File: config.mk
export PLATFORM = sky130hd
export DESIGN_NAME = spi_bus_arbiter
export DESIGN_NICKNAME = d
export VERILOG_FILES = /design/src/rtl/spi_bus_arbiter.sv
export SDC_FILE = /design/constraint.sdc
export NUM_CORES = 1
export LEC_CHECK = 0
export BUFFER_PORTS_ARGS = -buffer_cell sky130_fd_sc_hd__buf_2
export CAP_MARGIN = 20
export CORE_MARGIN = 1.5
export CORE_UTILIZATION = 40
export CTS_CLUSTER_DIAMETER = 40
export DETAILED_ROUTE_END_ITERATION = 16
export PLACE_DENSITY = 0.66
export RECOVER_POWER = 100
export SYNTH_ARGS = -nofsm -noshare
export SYNTH_HDL_FRONTEND = slang
export SYNTH_SLANG_ARGS = --single-unit
File: constraint.sdc
create_clock -name clock -period 2.1 [get_ports clock]
set_input_delay 0.105 -clock clock [delete_from_list [all_inputs] [get_ports clock]]
set_output_delay 0.105 -clock clock [all_outputs]
set_load 0.05 [all_outputs]
File: src/rtl/spi_bus_arbiter.sv
// spi_bus_arbiter: round-robin sharing of one byte-oriented SPI controller
// between NUM_REQUESTERS masters. A grant is held (with chip-select kept
// asserted) across a burst until the owner marks its last byte or drops its
// request; bursts are separated by a fixed CS-deasserted gap.
module spi_bus_arbiter #(
   parameter int NUM_REQUESTERS = 2,
   parameter int CS_INDEX_WIDTH = 1,
   parameter int GAP_CYCLES     = 2
) (
   input  logic                                     clock,
   input  logic                                     reset,
   input  logic [NUM_REQUESTERS-1:0]                req,
   input  logic [NUM_REQUESTERS-1:0]                req_last,
   input  logic [8*NUM_REQUESTERS-1:0]              req_tx_data,
   input  logic [CS_INDEX_WIDTH*NUM_REQUESTERS-1:0] req_cs_index,
   output logic [NUM_REQUESTERS-1:0]                grant,
   output logic [NUM_REQUESTERS-1:0]                ack,
   output logic [7:0]                               rx_data,
   output logic                                     spi_start,
   output logic [7:0]                               spi_tx_data,
   output logic [CS_INDEX_WIDTH-1:0]                spi_cs_index,
   output logic                                     spi_cs_hold,
   input  logic                                     spi_busy,
   input  logic                                     spi_done,
   input  logic [7:0]                               spi_rx_data
);

   localparam int IDX_W = $clog2(NUM_REQUESTERS);
   localparam int GAP_W = 4;
   localparam logic [IDX_W-1:0] LAST_RESET = IDX_W'(NUM_REQUESTERS - 1);
   localparam logic [GAP_W-1:0] GAP_LOAD   = GAP_W'(GAP_CYCLES);

   typedef enum logic [2:0] {
      S_IDLE  = 3'd0,
      S_ISSUE = 3'd1,
      S_WAIT  = 3'd2,
      S_HOLD  = 3'd3,
      S_GAP   = 3'd4
   } state_t;

   state_t                      state_q, state_d;
   logic [NUM_REQUESTERS-1:0]   grant_q, grant_d;
   logic [NUM_REQUESTERS-1:0]   ack_q, ack_d;
   logic [IDX_W-1:0]            owner_q, owner_d;
   logic [IDX_W-1:0]            last_q, last_d;
   logic [CS_INDEX_WIDTH-1:0]   cs_index_q, cs_index_d;
   logic                        cs_hold_q, cs_hold_d;
   logic [7:0]                  tx_q, tx_d;
   logic [7:0]                  rx_q, rx_d;
   logic                        last_flag_q, last_flag_d;
   logic [GAP_W-1:0]            gap_q, gap_d;
   logic                        start_s;

   logic                        arb_found_s;
   logic [IDX_W-1:0]            arb_idx_s;
   logic [CS_INDEX_WIDTH-1:0]   arb_cs_s;
   logic [7:0]                  owner_tx_s;

   // Round-robin search: first requesting index after the previous owner, with wrap.
   always_comb begin
      int               cand;
      logic [IDX_W-1:0] cand_idx;
      cand        = 0;
      cand_idx    = '0;
      arb_found_s = 1'b0;
      arb_idx_s   = '0;
      for (int k = 1; k <= NUM_REQUESTERS; k++) begin
         cand     = (int'(last_q) + k) % NUM_REQUESTERS;
         cand_idx = IDX_W'(cand);
         if (!arb_found_s && req[cand_idx]) begin
            arb_found_s = 1'b1;
            arb_idx_s   = cand_idx;
         end else begin
            arb_found_s = arb_found_s;
         end
      end
   end

   // Select the winner's CS line and the owner's transmit byte from the packed buses.
   always_comb begin
      arb_cs_s   = '0;
      owner_tx_s = 8'h00;
      for (int i = 0; i < NUM_REQUESTERS; i++) begin
         if (arb_idx_s == IDX_W'(i)) begin
            arb_cs_s = req_cs_index[i*CS_INDEX_WIDTH +: CS_INDEX_WIDTH];
         end else begin
            arb_cs_s = arb_cs_s;
         end
         if (owner_q == IDX_W'(i)) begin
            owner_tx_s = req_tx_data[i*8 +: 8];
         end else begin
            owner_tx_s = owner_tx_s;
         end
      end
   end

   // Next-state and output logic of the arbitration FSM.
   always_comb begin
      state_d     = state_q;
      grant_d     = grant_q;
      ack_d       = '0;
      owner_d     = owner_q;
      last_d      = last_q;
      cs_index_d  = cs_index_q;
      cs_hold_d   = cs_hold_q;
      tx_d        = tx_q;
      rx_d        = rx_q;
      last_flag_d = last_flag_q;
      gap_d       = gap_q;
      start_s     = 1'b0;

      case (state_q)
         S_IDLE: begin
            if (arb_found_s) begin
               grant_d            = '0;
               grant_d[arb_idx_s] = 1'b1;
               owner_d            = arb_idx_s;
               last_d             = arb_idx_s;
               cs_index_d         = arb_cs_s;
               cs_hold_d          = 1'b1;
               state_d            = S_ISSUE;
            end else begin
               state_d = S_IDLE;
            end
         end
         S_ISSUE: begin
            // The controller may still be finishing earlier work; never start over it.
            if (!spi_busy) begin
               start_s     = 1'b1;
               tx_d        = owner_tx_s;
               last_flag_d = req_last[owner_q];
               state_d     = S_WAIT;
            end else begin
               state_d = S_ISSUE;
            end
         end
         S_WAIT: begin
            if (spi_done) begin
               ack_d[owner_q] = 1'b1;
               rx_d           = spi_rx_data;
               if (last_flag_q) begin
                  grant_d    = '0;
                  cs_hold_d  = 1'b0;
                  cs_index_d = '0;
                  tx_d       = 8'h00;
                  gap_d      = GAP_LOAD;
                  state_d    = S_GAP;
               end else begin
                  state_d = S_HOLD;
               end
            end else begin
               state_d = S_WAIT;
            end
         end
         S_HOLD: begin
            // Only the owner matters here; a dropped request also closes the burst.
            if (req[owner_q]) begin
               state_d = S_ISSUE;
            end else begin
               grant_d    = '0;
               cs_hold_d  = 1'b0;
               cs_index_d = '0;
               tx_d       = 8'h00;
               gap_d      = GAP_LOAD;
               state_d    = S_GAP;
            end
         end
         S_GAP: begin
            if (gap_q <= 4'd1) begin
               gap_d   = 4'd0;
               state_d = S_IDLE;
            end else begin
               gap_d   = gap_q - 4'd1;
               state_d = S_GAP;
            end
         end
         default: begin
            grant_d   = '0;
            cs_hold_d = 1'b0;
            gap_d     = 4'd0;
            state_d   = S_IDLE;
         end
      endcase
   end

   // State and output registers; reset aborts any transfer in progress.
   always_ff @(posedge clock or negedge reset) begin
      if (!reset) begin
         state_q     <= S_IDLE;
         grant_q     <= '0;
         ack_q       <= '0;
         owner_q     <= '0;
         last_q      <= LAST_RESET;
         cs_index_q  <= '0;
         cs_hold_q   <= 1'b0;
         tx_q        <= 8'h00;
         rx_q        <= 8'h00;
         last_flag_q <= 1'b0;
         gap_q       <= 4'd0;
      end else begin
         state_q     <= state_d;
         grant_q     <= grant_d;
         ack_q       <= ack_d;
         owner_q     <= owner_d;
         last_q      <= last_d;
         cs_index_q  <= cs_index_d;
         cs_hold_q   <= cs_hold_d;
         tx_q        <= tx_d;
         rx_q        <= rx_d;
         last_flag_q <= last_flag_d;
         gap_q       <= gap_d;
      end
   end

   assign grant        = grant_q;
   assign ack          = ack_q;
   assign rx_data      = rx_q;
   assign spi_start    = start_s;
   // The start cycle presents the live byte; afterwards the latched copy holds it stable.
   assign spi_tx_data  = start_s ? owner_tx_s : tx_q;
   assign spi_cs_index = cs_index_q;
   assign spi_cs_hold  = cs_hold_q;

endmodule

## Word-level counts from Yosys, hierarchy flattened

Index checks and enable logic that the tools add are counted.

| cells by class | value |
|---|---|
| order comparisons | 7 |
| reductions and logical operators | 16 |
| equal/unequal tests | 9 |
| bitwise operators | 3 |
| add/subtract/negate cells | 3 |
| multiplexer cells | 52 |

Operators with widths:

| cell | count |
|---|---|
| $mux 8 | 6 |
| $pmux 8 s3 | 1 |
| $mux 1 | 23 |
| $mux 4 | 4 |
| $pmux 4 s4 | 1 |
| $pmux 3 s5 | 1 |
| $reduce_and 5->1 | 3 |
| $mux 2 | 7 |
| $mux 3 | 4 |
| $ne 2x2->1 const B | 5 |
| $lt 1x2->1 const B | 4 |
| $pmux 2 s4 | 1 |
| $eq 3x2->1 const B | 2 |
| $reduce_and 2->1 | 3 |
| $reduce_bool 3->1 | 2 |
| $le 4x1->1 const B | 1 |
| $pmux 1 s4 | 1 |
| $reduce_and 4->1 | 1 |
| $reduce_or 2->1 | 2 |
| $sub 4x1->4 const B | 1 |
| $eq 3x1->1 const B | 1 |
| $eq 3x3->1 const B | 1 |
| $logic_and 1x1->1 | 3 |
| $logic_not 3->1 | 1 |
| other kinds (6) | 11 |

| word-level totals | value |
|---|---|
| bits of input ports | 34 |
| output and inout port bits | 23 |
| register bits | 32 |

## Depth between registers and ports, before layout

| logic depth | value |
|---|---|
| depth after elaboration | 13 |
| depth in mapped cells | 6 |
| depth with buffers taken out | 6 |

## Worst setup path after synthesis

Ideal clock, no wire load.

| timing | value |
|---|---|
| kind | register to register |
| start point | reg gap_q[0] |
| end point | reg gap_q[2] |
| cell stages (with the launch flop) | 7 |
| arrival time | 1.309 ns |
| period minus slack after synthesis | 1.427 ns |
| slack | 0.673 ns |
| path buffers | 0 |
| data required time | 1.982 ns |
| cells stage by stage | dfrtp_1 inv_1 ha_1 nor2_1 o311ai_2 o22ai_1 a21o_1 |

| on the way | value |
|---|---|
| longest elaborated chain between the ends | 3 |

RTL lines:

| element | line | RTL |
|---|---|---|
| start: declaration | 51 | `logic [GAP_W-1:0] gap_q, gap_d;` |
| start signal: assignment | 211 | `gap_q <= gap_d;` |
| $sub 4x1->4 / $le 4x1->1 (equally long branches) | 173, 169 |  |
| $mux 4 * | 169 | `if (gap_q <= 4'd1) begin` |
| $pmux 4 s4 * | 112 | `case (state_q)` |

Mark *: on every way between the ends. The rest lies on a longest branch, timed or not.
A chain may end at the register's enable or synchronous reset.

## Worst setup path in the final report

| timing | value |
|---|---|
| start point | reg state_q[2] |
| end point | out spi_tx_data[0] |

| on the way | value |
|---|---|
| longest elaborated chain between the ends | 3 |

RTL lines:

| element | line | RTL |
|---|---|---|
| start: declaration | 41 | `state_t state_q, state_d;` |
| start signal: assignment | 201 | `state_q <= state_d;` |
| $eq 3x1->1 | 112 |  |
| $mux 1 | 112 |  |
| $mux 8 | 220 | `assign spi_tx_data = start_s ? owner_tx_s : tx_q;` |
| end: declaration | 20 | `output logic [7:0] spi_tx_data,` |

Every way passes these cells.

==> results.py <==
metrics = {
    "floorplan": {
        "pin_count": 57,
        "initial_utilization": 0.4143,
        "num_rows": 23,
        "die-width_um": 67.14,
        "die_h_um": 67.14,
        "core_sq_um": 3971,
        "die-area_sq_um": 4507,
    },
    "worst_setup_path": {
        "reg2reg_slack_ps": 210,
        "critPathRequiredTime_ps": 2000,
        "crit_family": "simple AND/OR/NAND/NOR gates",
        "crit_top_cell": "nand2b_1",
        "critPathMaxStageDelay_ps": 480,
        "endpoint_kind": "primary output",
        "setup.worst_path.class": "reg -> out",
        "crit_buf_inv": 2,
        "crit_path_max_fanout": 20,
        "crit_arrival_ps": 1840,
        "slowest_stage": "dfrtp_2",
        "worst-path-stages": 6,
        "cp_cell_sequence": "nand2b_1 > nand2b_1 > buf_4 > nor2_1 > a21o_1 > clkbuf_2",
        "cp-start-kind": "flip-flop",
        "worst-r2r-cell-count": 4,
    },
    "timing": {
        "layout_setup_ws_ps": 155.4,
        "rsz0062_at_grt": "false",
        "fin_tns_setup_ps": 0,
        "fmax_mhz": 514.2,
        "skew_ps": 3.927,
        "finalHoldViolations": 0,
        "slew_violations": 0,
        "slew_headroom": 0.4619,
        "fin_crit_sh": 0.9260,
        "report.final.setup_viol": 0,
        "period_needed_ps": 1945,
        "tightest_slew_ps": 807.1,
        "whs_ps": 52.73,
    },
    "route": {
        "wl_met3_um": 178,
        "vias": 1335,
        "topRoutingLayerUsed": "met4",
        "first_iter_violations": 64,
        "firstDrtPassIters": 4,
        "route.met2.wl_mm": 1.726,
        "wl_per_cell_um": 14.01,
        "ant_nets": 0,
        "drc": 0,
        "wl_met1_mm": 1.603,
        "routed_wl_mm": 3.572,
        "viasPerCell": 5.235,
    },
    "final_layout": {
        "drive_gt1_frac": 0.3268,
        "synthToLayoutAreaGrowth_pct": 23.35,
        "diodes": 0,
        "fin_cells": 255,
        "seqCellArea_sq_um": 804.5,
        "nNetsFinal": 241,
        "fill_cells": 374,
        "multiInputGateArea_sq_um": 763.2,
    },
    "place": {
        "dp.cells": 247,
        "gp_congestion": 0.7613,
        "hpwl_mm": 2.604,
        "dpl_worst_slack_ps": 402.1,
        "port_buffers": 56,
    },
    "clock_tree": {
        "cts_htree_levels": 2,
        "cts_buffer_depth": 2,
        "cts_buffers": 5,
        "root_buffer": "clkbuf_8",
        "cts_tree": "yes",
        "postCtsSetupBuffers": 0,
        "cts.sinks": 32,
        "clock_latency_ps": 280,
        "path_clk_slew_ps": 60,
    },
    "flow_run": {
        "max_cap_violations": 0,
    },
    "logic_synthesis": {
        "synth.distinct_cells": 41,
        "synth-seq-area-share": 0.4875,
        "synth_fp_nets": 183,
        "syn_inst": 147,
        "synth_seq_cells": 32,
        "yosys_warnings": 0,
        "syn_avg_cell_area_sq_um": 11.19,
        "syn_area_sq_um": 1645,
    },
    "global_routing": {
        "grt_overflow_total": 0,
        "grt_start_max_net_pins": 33,
        "antenna_found_initial": 0,
        "track_usage": 0.1743,
        "grt_pass1_vias": 1297,
        "grt_pass1_wl_mm": 5.823,
    },
    "power": {
        "peakVddDrop_mv": 0.8975,
        "p_per_area_nw_per_um2": 1795,
        "report.power.total_mw": 3.643,
        "leakage_nw": 1.087,
    },
    "hold_path": {
        "hold_depth": 2,
        "hold_path.class": "in -> reg",
    },
    "status": {
        "status": "complete, no violations",
    },
}
[cell type report]
cell class / instances / area share
Timing Repair Buffer: 60 / 0.1436
Sequential cell: 32 / 0.3964
Clock buffer: 7 / 0.04747
Inverter: 3 / 0.005549
Tap cell: 50 / 0.03083
Multi-Input combinational cell: 103 / 0.3761
[cell usage after synthesis]
cell / n / area [sq um]
o22a_1: 1 / 8.760
o221ai_1: 1 / 8.760
nand3_1: 1 / 5.000
nor2b_1: 2 / 12.51
dfrtp_1: 31 / 775.7
ha_1: 2 / 25.02
a211oi_1: 1 / 7.510
nor3b_1: 2 / 15.01
a2111oi_0: 1 / 8.760
nor3_1: 2 / 10.01
a32o_1: 2 / 20.02
a31oi_1: 1 / 6.260
inv_1: 3 / 11.26
nand2_1: 7 / 26.28
o22ai_1: 2 / 12.51
buf_4: 1 / 7.510
clkbuf_1: 1 / 3.750
o2bb2ai_1: 2 / 17.52
and4b_1: 1 / 10.01
o21ai_0: 2 / 10.01
mux2_2: 8 / 90.09
buf_6: 2 / 22.52
o21ai_1: 1 / 5.000
a21bo_1: 1 / 10.01
a21o_1: 21 / 157.7
and2_1: 2 / 12.51
buf_2: 4 / 20.02
nor3_2: 1 / 10.01
o311ai_2: 1 / 16.27
a21oi_1: 3 / 15.01
o31ai_1: 1 / 7.510
nor2_1: 14 / 52.55
mux2i_4: 1 / 22.52
dfstp_2: 1 / 26.28
mux2i_1: 10 / 100.1
nand2b_1: 5 / 31.28
o21ba_2: 1 / 10.01
a31o_2: 1 / 8.760
or4_4: 1 / 11.26
xnor2_1: 1 / 8.760
clkbuf_2: 1 / 5.000
[final timing paths]
check / from / to
worst min-delay path: spi_rx_data[1] / rx_data[1]
max in group asynchronous: reset / state_q[0]
worst max-delay path: state_q[2] / spi_tx_data[0]
worst max register to register: state_q[1] / rx_data[5]
min in group asynchronous: reset / grant[0]
worst min register to register: spi_cs_hold / spi_cs_hold
[power breakdown]
part | switching [mW] | leakage [nW] | internal [mW]
sequential | 0.244 | 0.400 | 0.899
combinational | 1.33 | 0.637 | 0.662
clock | 0.217 | 0.0503 | 0.291
[sequential cells by signal, summed over array words and instances (netlist names), 2 cells and up]
name / count
grant: 2
state_q: 3
rx_data: 8
tx_q: 8
gap_q: 4
ack: 2
[placed cells by master, fill, tap and decap left out, types with 5 or more instances in the layout]
cell type,instances
dfrtp_1,29
a21o_1,21
clkbuf_1,15
clkbuf_8,7
nand2_1,7
mux2_2,8
mux2i_1,10
nand2b_1,5
clkbuf_2,10
nor2_1,13
buf_2,32
[metrics by stage]
step | area, sq um | utilization
floorplan | 1645 | -
global placement | 1952 | 0.4915
detailed placement | 1952 | 0.4915
CTS | 2058 | 0.5183
global route | 2029 | 0.5110
finish | 2029 | 0.5110
[metal layers]
layer,vias to the layer above,GRT usage
met4,0,0.07653
met3,8,0.04167
met5,-,0
li1,644,-
met2,43,0.2834
met1,640,0.2210
[repair_timing]
item | 4_1_cts | 5_1_grt
gates resized for setup | 0 | 3
endpoints found under the setup margin | 0 | 7
hold buffers | 1 | 0
hold endpoints to repair | 31 | 0
[cells by family (layout without fill, tap and decap cells)]
family / after synthesis / count (layout) / synth area share
and+or+nand+nor: 38 / 38 / 0.1194
adders and majority gates: 2 / 2 / 0.01521
DFF: 32 / 32 / 0.4875
AOI/OAI and AO/OA: 43 / 43 / 0.2008
xor gates and xnor gates: 1 / 1 / 0.005324
muxes: 19 / 19 / 0.1293
buffers and inverters: 12 / 70 / 0.04258
Power figures use the tool's default switching activity.
